==> config.mk <==
export PLATFORM = sky130hd
export DESIGN_NAME = mem_access_ctrl
export DESIGN_NICKNAME = d
export VERILOG_FILES = /design/src/rtl/mem_pkg.sv /design/src/rtl/mem_access_ctrl_load_extender.sv /design/src/rtl/mem_access_ctrl.sv
export SDC_FILE = /design/constraint.sdc
export NUM_CORES = 1
export LEC_CHECK = 0
export BUFFER_PORTS_ARGS = -buffer_cell sky130_fd_sc_hd__buf_4
export CAP_MARGIN = 15
export CORE_UTILIZATION = 30
export CTS_CLUSTER_DIAMETER = 30
export DETAILED_ROUTE_END_ITERATION = 8
export GPL_TIMING_DRIVEN = 0
export PLACE_DENSITY_LB_ADDON = 0.08
export RECOVER_POWER = 50
export SETUP_SLACK_MARGIN = 0.15
export SLEW_MARGIN = 15
export SYNTH_ARGS = -nofsm -noshare
export SYNTH_HDL_FRONTEND = slang
export SYNTH_SLANG_ARGS = --single-unit
==> constraint.sdc <==
create_clock -name clk -period 2.4 [get_ports clk]
set_clock_uncertainty 0.05 [all_clocks]
set_input_delay 0.24 -clock clk [delete_from_list [all_inputs] [get_ports clk]]
set_output_delay 0.24 -clock clk [all_outputs]
set_load 0.02 [all_outputs]
==> src/rtl/mem_pkg.sv <==
// Shared definitions for the MEM-stage data-memory access controller:
// memory-op codes, FSM encoding, bus command payload and access-width helpers.
package mem_pkg;

    localparam int unsigned ADDR_W = 32;
    localparam int unsigned DATA_W = 32;
    localparam int unsigned BE_W   = 4;
    localparam int unsigned CODE_W = 4;

    localparam logic [CODE_W-1:0] MC_LW   = 4'b0000;
    localparam logic [CODE_W-1:0] MC_SW   = 4'b0001;
    localparam logic [CODE_W-1:0] MC_LH   = 4'b0010;
    localparam logic [CODE_W-1:0] MC_LB   = 4'b0011;
    localparam logic [CODE_W-1:0] MC_LHU  = 4'b0100;
    localparam logic [CODE_W-1:0] MC_LBU  = 4'b0101;
    localparam logic [CODE_W-1:0] MC_SH   = 4'b0110;
    localparam logic [CODE_W-1:0] MC_SB   = 4'b0111;
    localparam logic [CODE_W-1:0] MC_NONE = 4'b1000;

    typedef enum logic [1:0] {
        ST_IDLE = 2'd0,
        ST_REQ  = 2'd1,
        ST_RESP = 2'd2
    } state_e;

    typedef enum logic [1:0] {
        SZ_NONE = 2'd0,
        SZ_BYTE = 2'd1,
        SZ_HALF = 2'd2,
        SZ_WORD = 2'd3
    } size_e;

    typedef struct packed {
        logic              we;
        logic [BE_W-1:0]   be;
        logic [ADDR_W-1:0] addr;
        logic [DATA_W-1:0] wdata;
    } bus_cmd_t;

    function automatic logic is_load(input logic [CODE_W-1:0] code);
        return (code == MC_LW) || (code == MC_LH) || (code == MC_LB) ||
               (code == MC_LHU) || (code == MC_LBU);
    endfunction

    function automatic logic is_store(input logic [CODE_W-1:0] code);
        return (code == MC_SW) || (code == MC_SH) || (code == MC_SB);
    endfunction

    // Unknown codes fall into SZ_NONE and are handled like MC_NONE.
    function automatic size_e access_size(input logic [CODE_W-1:0] code);
        size_e sz;
        case (code)
            MC_LW, MC_SW:          sz = SZ_WORD;
            MC_LH, MC_LHU, MC_SH:  sz = SZ_HALF;
            MC_LB, MC_LBU, MC_SB:  sz = SZ_BYTE;
            default:               sz = SZ_NONE;
        endcase
        return sz;
    endfunction

    function automatic logic is_misaligned(input logic [CODE_W-1:0] code, input logic [1:0] lo);
        logic mis;
        case (access_size(code))
            SZ_WORD: mis = (lo != 2'b00);
            SZ_HALF: mis = lo[0];
            default: mis = 1'b0;
        endcase
        return mis;
    endfunction

    // Word-aligned address, lane enables and lane-replicated store data.
    function automatic bus_cmd_t build_cmd(input logic [CODE_W-1:0] code,
                                           input logic [ADDR_W-1:0] addr,
                                           input logic [DATA_W-1:0] wdata);
        bus_cmd_t cmd;
        cmd.we    = is_store(code);
        cmd.addr  = {addr[ADDR_W-1:2], 2'b00};
        cmd.be    = '0;
        cmd.wdata = '0;
        case (access_size(code))
            SZ_WORD: begin
                cmd.be = 4'b1111;
                if (cmd.we) cmd.wdata = wdata;
            end
            SZ_HALF: begin
                cmd.be = addr[1] ? 4'b1100 : 4'b0011;
                if (cmd.we) cmd.wdata = {2{wdata[15:0]}};
            end
            SZ_BYTE: begin
                cmd.be = 4'b0001 << addr[1:0];
                if (cmd.we) cmd.wdata = {4{wdata[7:0]}};
            end
            default: ;
        endcase
        return cmd;
    endfunction

endpackage

==> src/rtl/mem_access_ctrl_load_extender.sv <==
// Combinational load formatter: picks the byte/half lane addressed by addr_lo
// out of the bus word and sign- or zero-extends it according to mem_code.
module load_extender
    import mem_pkg::*;
(
    input  logic [DATA_W-1:0] rword,
    input  logic [1:0]        addr_lo,
    input  logic [CODE_W-1:0] mem_code,
    output logic [DATA_W-1:0] ext_c
);

    logic [7:0]  byte_c;
    logic [15:0] half_c;

    always_comb begin
        byte_c = 8'(rword >> {addr_lo, 3'b000});
        half_c = addr_lo[1] ? rword[31:16] : rword[15:0];
        case (mem_code)
            MC_LW:   ext_c = rword;
            MC_LH:   ext_c = {{16{half_c[15]}}, half_c};
            MC_LHU:  ext_c = {16'h0000, half_c};
            MC_LB:   ext_c = {{24{byte_c[7]}}, byte_c};
            MC_LBU:  ext_c = {24'h000000, byte_c};
            default: ext_c = '0;
        endcase
    end

endmodule

==> src/rtl/mem_access_ctrl.sv <==
// MEM-stage data-memory access controller: req/ack bus transaction with byte
// enables, load extension and pipeline stall. Optional MEM_ALIGN_EXC_EN raises
// misalignment exceptions instead of silently aligning the address.
module mem_access_ctrl
    import mem_pkg::*;
#(
    parameter int unsigned TIMEOUT_CYCLES = 255
) (
    input  logic              clk,
    input  logic              reset,
    input  logic              start,
    input  logic [CODE_W-1:0] mem_code,
    input  logic [ADDR_W-1:0] addr,
    input  logic [DATA_W-1:0] wdata,
    output logic              bus_req,
    output logic              bus_we,
    output logic [BE_W-1:0]   bus_be,
    output logic [ADDR_W-1:0] bus_addr,
    output logic [DATA_W-1:0] bus_wdata,
    input  logic              bus_ack,
    input  logic [DATA_W-1:0] bus_rdata,
    output logic              busy,
    output logic              done,
    output logic [DATA_W-1:0] rdata,
    output logic              bus_err,
    output logic              exc_adel,
    output logic              exc_ades
);

    localparam int unsigned CNT_W = (TIMEOUT_CYCLES == 0) ? 1 : $clog2(TIMEOUT_CYCLES + 1);

    state_e            state_q, state_d;
    logic [CODE_W-1:0] code_q, code_d;
    logic [1:0]        addr_lo_q, addr_lo_d;
    bus_cmd_t          cmd_q, cmd_d;
    logic              req_q, req_d;
    logic [CNT_W-1:0]  cnt_q, cnt_d;
    logic              done_q, done_d;
    logic [DATA_W-1:0] rdata_q, rdata_d;
    logic              err_q, err_d;
    logic              adel_q, adel_d;
    logic              ades_q, ades_d;
    logic [DATA_W-1:0] ext_c;
    logic              misalign_c;

`ifdef MEM_ALIGN_EXC_EN
    assign misalign_c = is_misaligned(mem_code, addr[1:0]);
`else
    assign misalign_c = 1'b0;
`endif

    load_extender u_ext (
        .rword    (bus_rdata),
        .addr_lo  (addr_lo_q),
        .mem_code (code_q),
        .ext_c    (ext_c)
    );

    always_ff @(posedge clk or negedge reset) begin
        if (!reset) begin
            state_q   <= ST_IDLE;
            code_q    <= '0;
            addr_lo_q <= '0;
            cmd_q     <= '0;
            req_q     <= 1'b0;
            cnt_q     <= '0;
            done_q    <= 1'b0;
            rdata_q   <= '0;
            err_q     <= 1'b0;
            adel_q    <= 1'b0;
            ades_q    <= 1'b0;
        end else begin
            state_q   <= state_d;
            code_q    <= code_d;
            addr_lo_q <= addr_lo_d;
            cmd_q     <= cmd_d;
            req_q     <= req_d;
            cnt_q     <= cnt_d;
            done_q    <= done_d;
            rdata_q   <= rdata_d;
            err_q     <= err_d;
            adel_q    <= adel_d;
            ades_q    <= ades_d;
        end
    end

    // Next state plus next value of every registered output; entering RESP arms the done pulse.
    always_comb begin
        state_d   = state_q;
        code_d    = code_q;
        addr_lo_d = addr_lo_q;
        cmd_d     = cmd_q;
        req_d     = req_q;
        cnt_d     = cnt_q;
        done_d    = 1'b0;
        rdata_d   = rdata_q;
        err_d     = 1'b0;
        adel_d    = 1'b0;
        ades_d    = 1'b0;
        unique case (state_q)
            ST_IDLE: begin
                if (start) begin
                    if (access_size(mem_code) == SZ_NONE) begin
                        state_d = ST_RESP;
                        done_d  = 1'b1;
                        rdata_d = '0;
                    end else if (misalign_c) begin
                        state_d = ST_RESP;
                        done_d  = 1'b1;
                        rdata_d = '0;
                        adel_d  = is_load(mem_code);
                        ades_d  = is_store(mem_code);
                    end else begin
                        state_d   = ST_REQ;
                        code_d    = mem_code;
                        addr_lo_d = addr[1:0];
                        cmd_d     = build_cmd(mem_code, addr, wdata);
                        req_d     = 1'b1;
                        cnt_d     = '0;
                    end
                end
            end
            ST_REQ: begin
                if (bus_ack) begin
                    state_d = ST_RESP;
                    req_d   = 1'b0;
                    cmd_d   = '0;
                    done_d  = 1'b1;
                    rdata_d = ext_c;
                end else if ((TIMEOUT_CYCLES != 0) && (cnt_q == CNT_W'(TIMEOUT_CYCLES))) begin
                    state_d = ST_RESP;
                    req_d   = 1'b0;
                    cmd_d   = '0;
                    done_d  = 1'b1;
                    rdata_d = '0;
                    err_d   = 1'b1;
                end else begin
                    cnt_d = cnt_q + CNT_W'(1);
                end
            end
            ST_RESP: state_d = ST_IDLE;
            default: state_d = ST_IDLE;
        endcase
    end

    assign bus_req   = req_q;
    assign bus_we    = cmd_q.we;
    assign bus_be    = cmd_q.be;
    assign bus_addr  = cmd_q.addr;
    assign bus_wdata = cmd_q.wdata;
    assign done      = done_q;
    assign rdata     = rdata_q;
    assign bus_err   = err_q;
    assign exc_adel  = adel_q;
    assign exc_ades  = ades_q;

    // Stall also covers the IDLE cycle in which a start is taken.
    assign busy = (state_q != ST_IDLE) || start;

endmodule

Word-level counts from Yosys, hierarchy flattened

Memory sizes are Yosys's and may differ from the RTL's.
Cells that the tools add are included.

Bits in latches: 0
Bits in registers: 120
Bits of input ports: 104
RAM bits: 0
ROM bits: 32
Logic and storage cells: 96
Memories: 2

$add $sub $neg: 1
Bitwise logic cells: 1
Multiplexer cells: 47
$mul: 0
Div/mod/pow operators: 0
Shifts and indexed selects: 2
Equal/unequal tests: 18
Reductions and logical operators: 13
Order comparisons: 0

Memory list:

| name             | words | bits a word | read ports | clocked after memory_dff | write ports | line          | source |
|---|---|---|---|---|---|---|---|
| (name not given) | 8     | 2           | 1          | 0                        | 0           | mem_pkg.sv:52 | `case (code)` |
| (name not given) | 8     | 2           | 1          | 0                        | 0           | mem_pkg.sv:52 |  |

Operators with widths:

| kind                                                            | count |
|---|---|
| 69-bit two-way mux                                              | 4 |
| 32-bit two-way mux                                              | 7 |
| 32-bit one-hot mux with 5 select lines                          | 1 |
| 69-bit one-hot mux with 2 select lines                          | 1 |
| 32-bit one-hot mux with 3 select lines                          | 1 |
| 32-bit one-hot mux with 2 select lines                          | 1 |
| 8-bit two-way mux                                               | 4 |
| 32-bit by 5-bit right shift with 8-bit output                   | 1 |
| 2-bit two-way mux                                               | 11 |
| 4-bit by 3-bit == test with 1-bit output, second input constant | 4 |
| 16-bit two-way mux                                              | 1 |
| 8-bit one-hot mux with 2 select lines                           | 1 |
| 4-bit one-hot mux with 3 select lines                           | 1 |
| 1-bit two-way mux                                               | 10 |
| 2-bit inequality test, second input constant                    | 5 |
| 8-bit by 1-bit adder with 8-bit output, second input constant   | 1 |
| 4-bit by 2-bit == test with 1-bit output, second input constant | 2 |
| 8-bit == test, second input constant                            | 1 |
| 4-bit AND reduction                                             | 2 |
| 5-bit AND reduction                                             | 1 |
| 2-bit by 1-bit == test with 1-bit output, second input constant | 2 |
| 2-bit == test, second input constant                            | 2 |
| 4-bit by 1-bit == test with 1-bit output, second input constant | 1 |
| 2-bit logical NOT                                               | 2 |
| other kinds (11)                                                | 15 |

Longest topological paths before layout

An unclocked memory read counts as a cell.

Word-level depth: 13
Mapped depth: 7

Hierarchy

From an unflattened synthesis, not the netlist that was laid out.

Cells, all modules: 553
Area, all modules: 5755.5 um^2

By module, submodules not included:

| module          | area each (um^2) | times used | cells each |
|---|---|---|---|
| mem_access_ctrl | 4986.0           | 1          | 447 |
| load_extender   | 769.5            | 1          | 106 |

Worst setup path before layout

No wires, ideal clock.

Path kind: flip-flop to flip-flop
Start point: register code_q[0]
End point: register rdata_q[21] (netlist: rdata[21])
Period minus slack after synthesis: 1.750 ns
Library setup time: 0.126 ns
Buffers on the path: 2
Arrival: 1.574 ns
Slack: 0.650 ns
Stages on the path, launching flop included: 7
Path through: dfrtp_1 > buf_6 > nand2b_4 > mux4_2 > nor4b_4 > buf_6 > a221o_1

Word-level cells in the longest chain between the ends: 4

RTL lines:

| what                                                             | line                                | source |
|---|---|---|
| start: declaration                                               | mem_access_ctrl.sv:33               | `logic [CODE_W-1:0] code_q, code_d;` |
| start signal: assignment                                         | mem_access_ctrl.sv:74               | `code_q <= code_d;` |
| 4-bit by 3-bit == test with 1-bit output (tied with other cells) | mem_access_ctrl_load_extender.sv:18 | `case (mem_code)` |
| 32-bit one-hot mux with 5 select lines *                         | mem_access_ctrl_load_extender.sv:18 |  |
| 32-bit two-way mux *                                             | mem_access_ctrl.sv:124              | `if (bus_ack) begin` |
| 32-bit one-hot mux with 2 select lines *                         | mem_access_ctrl.sv:100              | `unique case (state_q)` |
| end signal: assignment                                           | mem_access_ctrl.sv:80               | `rdata_q <= rdata_d;` |
| end: declaration                                                 | mem_access_ctrl.sv:39               | `logic [DATA_W-1:0] rdata_q, rdata_d;` |

Every way passes the cells marked *; elsewhere a longest branch is shown, timed or not.
A chain may end at the register's enable or synchronous reset.

Worst setup path after layout

Start point: register cnt_q[0]
End point: register cmd_q (netlist bit bus_wdata[20])

Word-level cells in the longest chain between the ends: 3

RTL lines:

| what                                   | line                   | source |
|---|---|---|
| start: declaration                     | mem_access_ctrl.sv:37  | `logic [CNT_W-1:0] cnt_q, cnt_d;` |
| start signal: assignment               | mem_access_ctrl.sv:78  | `cnt_q <= cnt_d;` |
| 8-bit == test                          | mem_access_ctrl.sv:130 | `end else if ((TIMEOUT_CYCLES != 0) && (cnt_q == CNT_W'(TIMEOUT_CYCLES))) begin` |
| 3-bit inequality test (no source line) | n/a                    |  |
| 4-bit AND reduction (no source line)   | n/a                    |  |
| end signal: assignment                 | mem_access_ctrl.sv:76  | `cmd_q <= cmd_d;` |
| end: declaration                       | mem_access_ctrl.sv:35  | `bus_cmd_t cmd_q, cmd_d;` |

No other way between the ends.

==> flow_summary.json <==
{
  "gr-usage-all-layers_pct": 19.08,
  "yosys.area.top_type_share_pct": 54.63,
  "end_kind": "flop",
  "syn-mean-instance-area_um2": 12.20,
  "synth.yosys.seq_area_share_pct": 54.63,
  "drc": 0,
  "ys_ff_latch": 118,
  "yosysMostFrequentCell": "dfrtp_1",
  "worstMarginPinSlew_ns": 1.135,
  "via_per_inst": 5.083,
  "first_pass_iters": 4,
  "synth_top_family_by_area": "compound AO/OA/AOI/OAI gates",
  "dr_total_vias": 4803,
  "synth_cells": 443,
  "worstPathMaxFanout": 10,
  "maxCapViolCount": 0,
  "yosys_warnings": 0,
  "timing.rr.start": "cnt_q[0]",
  "synthAdderAreaFrac_pct": 0.2315,
  "maxSlewViolCount": 0,
  "grt_pass1_vias": 4909,
  "layout.area.seq_mm2": 0.002953,
  "grt_overflow": 0,
  "rows": 48,
  "grt_max_degree": 75,
  "cts.sinks": 118,
  "drtAntennaViolNets": 0,
  "final.min_clock_period_ns": 2.092,
  "drt-wirelength-per-cell_um": 18.13,
  "clk_pin_slew_ns": 0.06,
  "drive_gt1_share_pct": 32.08,
  "synthTopCellsByArea": "dfrtp_1, a22o_1, a221o_1",
  "portBuffers": 206,
  "ff2ff_path_depth": 7,
  "wirelength_um": 17130,
  "antenna_found_initial": 0,
  "hold_end": "rdata[24]",
  "async_reset_ff_share_pct": 100.0,
  "power.density_mw_per_mm2": 990.8,
  "core_mm2": 0.01742,
  "numCtsBuffers": 17,
  "ioPinCount": 211,
  "r2r-end": "bus_wdata[20]",
  "setup_viol": 0,
  "ctsHtreeMaxLevel": 4,
  "rsz0062_at_grt": "no",
  "yosysUniqueCellTypes": 49,
  "syn_area_mm2": 0.005405,
  "cp.arrival_ns": 2.37,
  "fin_setup_tns_ns": 0,
  "peakVddDrop_v": 0.0005253,
  "start_kind": "flop",
  "drtIter0Drc": 236,
  "hold_viol_final": 0,
  "final_nets": 812,
  "fmax_ghz": 0.4780,
  "cts_tree": "yes",
  "clock_latency_ns": 0.41,
  "yosys-top-cells-count": "dfrtp_1, a22o_1, o2bb2ai_1",
  "fin_hold_ws_ns": 0.01939,
  "synth_flop_cell": "dfrtp_1",
  "leakage_uw": 0.003784,
  "crit_type": "flop to flop",
  "die_h_um": 136.2,
  "synth_compound_area_share_pct": 26.67,
  "die_w_um": 136.2,
  "nFillCells": 1703,
  "synth-xor-area-share_pct": 0.6481,
  "hp-class": "input port to flop",
  "syn_to_final_growth_pct": 47.71,
  "clock_path_buffers": 2,
  "clock-root-buffer": "clkbuf_16",
  "fin_crit_sh_pct": 87.17,
  "hold_path_depth": 2,
  "synth_mux_area_share_pct": 4.144,
  "multi_input_area_mm2": 0.002233,
  "min_from": "bus_rdata[24]",
  "worstPathRequired_ns": 2.68,
  "diodes": 0,
  "die_area_mm2": 0.01856,
  "yosys.area.top_type": "dfrtp_1",
  "status": "completed",
  "post_dp_cell_area_mm2": 0.007276,
  "synth_edf_count": 0,
  "dp_hpwl_um": 12360,
  "rrSetupSlack_ns": 0.31,
  "initial_core_util_pct": 31.03,
  "yosys.area_share.simple_pct": 9.352,
  "grt_pass1_wl_um": 26970,
  "stdcell_area_mm2": 0.007984,
  "gp_congestion": 0.7699,
  "max_slew_margin_pct": 24.35
}
critical path: stages, from the launching register on:
cell and delay (ns):
dfrtp_1 0.40, ha_1 0.25, nand3_1 0.22, o211ai_2 0.12, o211ai_1 0.24, clkbuf_4 0.32, buf_2 0.26, o2bb2ai_1 0.15
cells by family (layout without fill, tap and decap cells):
logic type               after synthesis  count (layout)
adder cells (fa/ha/maj)                1               1
AO/OA/AOI/OAI                        172             172
AND/OR/NAND/NOR                       83              83
flip-flops                           118             118
other                                  1               4
XOR/XNOR                               4               4
multiplexers                          19              19
buffers and inverters                 45             319
flip-flops by register name, summed over array words and instances (netlist names):
register / count
bus_wdata: 32
rdata: 32
bus_addr: 30
cnt_q: 8
bus_be: 4
code_q: 4
addr_lo_q: 2
state_q: 2
bus_err: 1
bus_req: 1
bus_we: 1
done: 1
power by group:
part / total [uW] / leakage (uW) / internal, uW / switching (uW)
clock network: 2430 / 0.000277 / 1460 / 970
logic: 2740 / 0.00192 / 1210 / 1530
registers: 2740 / 0.00158 / 2450 / 294
layer usage:
layer / GRT usage (%) / part of all wire [%] / vias up
met2: 29.81 / 47 / 160
met5: 0 / 0 / -
met3: 5.108 / 5.7 / 17
li1: - / - / 2264
met1: 25.80 / 46 / 2362
met4: 5.370 / 0.95 / 0
worst max path at each step:
| stage | end | from | slack (ns) | cells after the start |
|---|---|---|---|---|
| finish | bus_wdata[20] | cnt_q[0] | 0.31 | 7 |
| detailed placement | bus_wdata[20] | cnt_q[0] | 0.28 | 7 |
| CTS | bus_wdata[20] | cnt_q[0] | 0.28 | 7 |
| global placement | bus_wdata[21] | cnt_q[0] | 0.31 | 7 |
| floorplan | rdata[21] | code_q[0] | 0.65 | 6 |
| global route | code_q[2] | reset | 0.11 | 3 |
layout by cell type (no fill, tap or decap), types with 6 or more instances in the layout:
| cell | netlist | final |
|---|---|---|
| a22o_1 | 63 | 63 |
| dfrtp_1 | 118 | 118 |
| nor2_1 | 19 | 19 |
| a22oi_1 | 16 | 16 |
| o2bb2ai_1 | 27 | 27 |
| mux2_2 | 7 | 7 |
| dlygate4sd3_1 | 0 | 35 |
| nand2_1 | 23 | 23 |
| a221o_1 | 26 | 26 |
| clkbuf_1 | 18 | 68 |
| buf_4 | 10 | 165 |
| mux2i_1 | 10 | 10 |
| clkbuf_16 | 0 | 17 |
| o211ai_1 | 6 | 6 |
| a21oi_1 | 14 | 14 |
| nor3b_1 | 8 | 8 |
| o21ai_0 | 6 | 6 |
| inv_1 | 6 | 6 |
area by class of cell:
class | instances | share of cell area (%)
well taps | 225 | 3.526
inverters | 6 | 0.2821
clock inverters | 14 | 1.583
flip-flops and latches | 118 | 36.98
plain buffers | 39 | 2.633
multi-input cells | 283 | 27.97
clock buffers | 18 | 5.501
repair buffers | 242 | 21.52
metrics by stage:
| stage | utilization, % | instances | setup slack, ns | total power (uW) |
|---|---|---|---|---|
| after floorplan | - | 446 | 0.6500 | 4399 |
| after global placement | 41.59 | 877 | 0.3115 | 5591 |
| after detailed placement | 41.77 | 878 | 0.2814 | 5632 |
| after CTS | 46.98 | 944 | 0.2755 | 8151 |
| after global routing | 45.84 | 945 | 0.1124 | 8353 |
| final | 45.84 | 945 | 0.3079 | 7911 |
what timing repair did:
action	CTS	global route
hold buffers	34	1
gates resized for setup	0	2
hold endpoints to repair	77	1
setup endpoints to repair	0	30
buffers inserted	0	0
No activity file was read; power rests on OpenSTA's default activity.
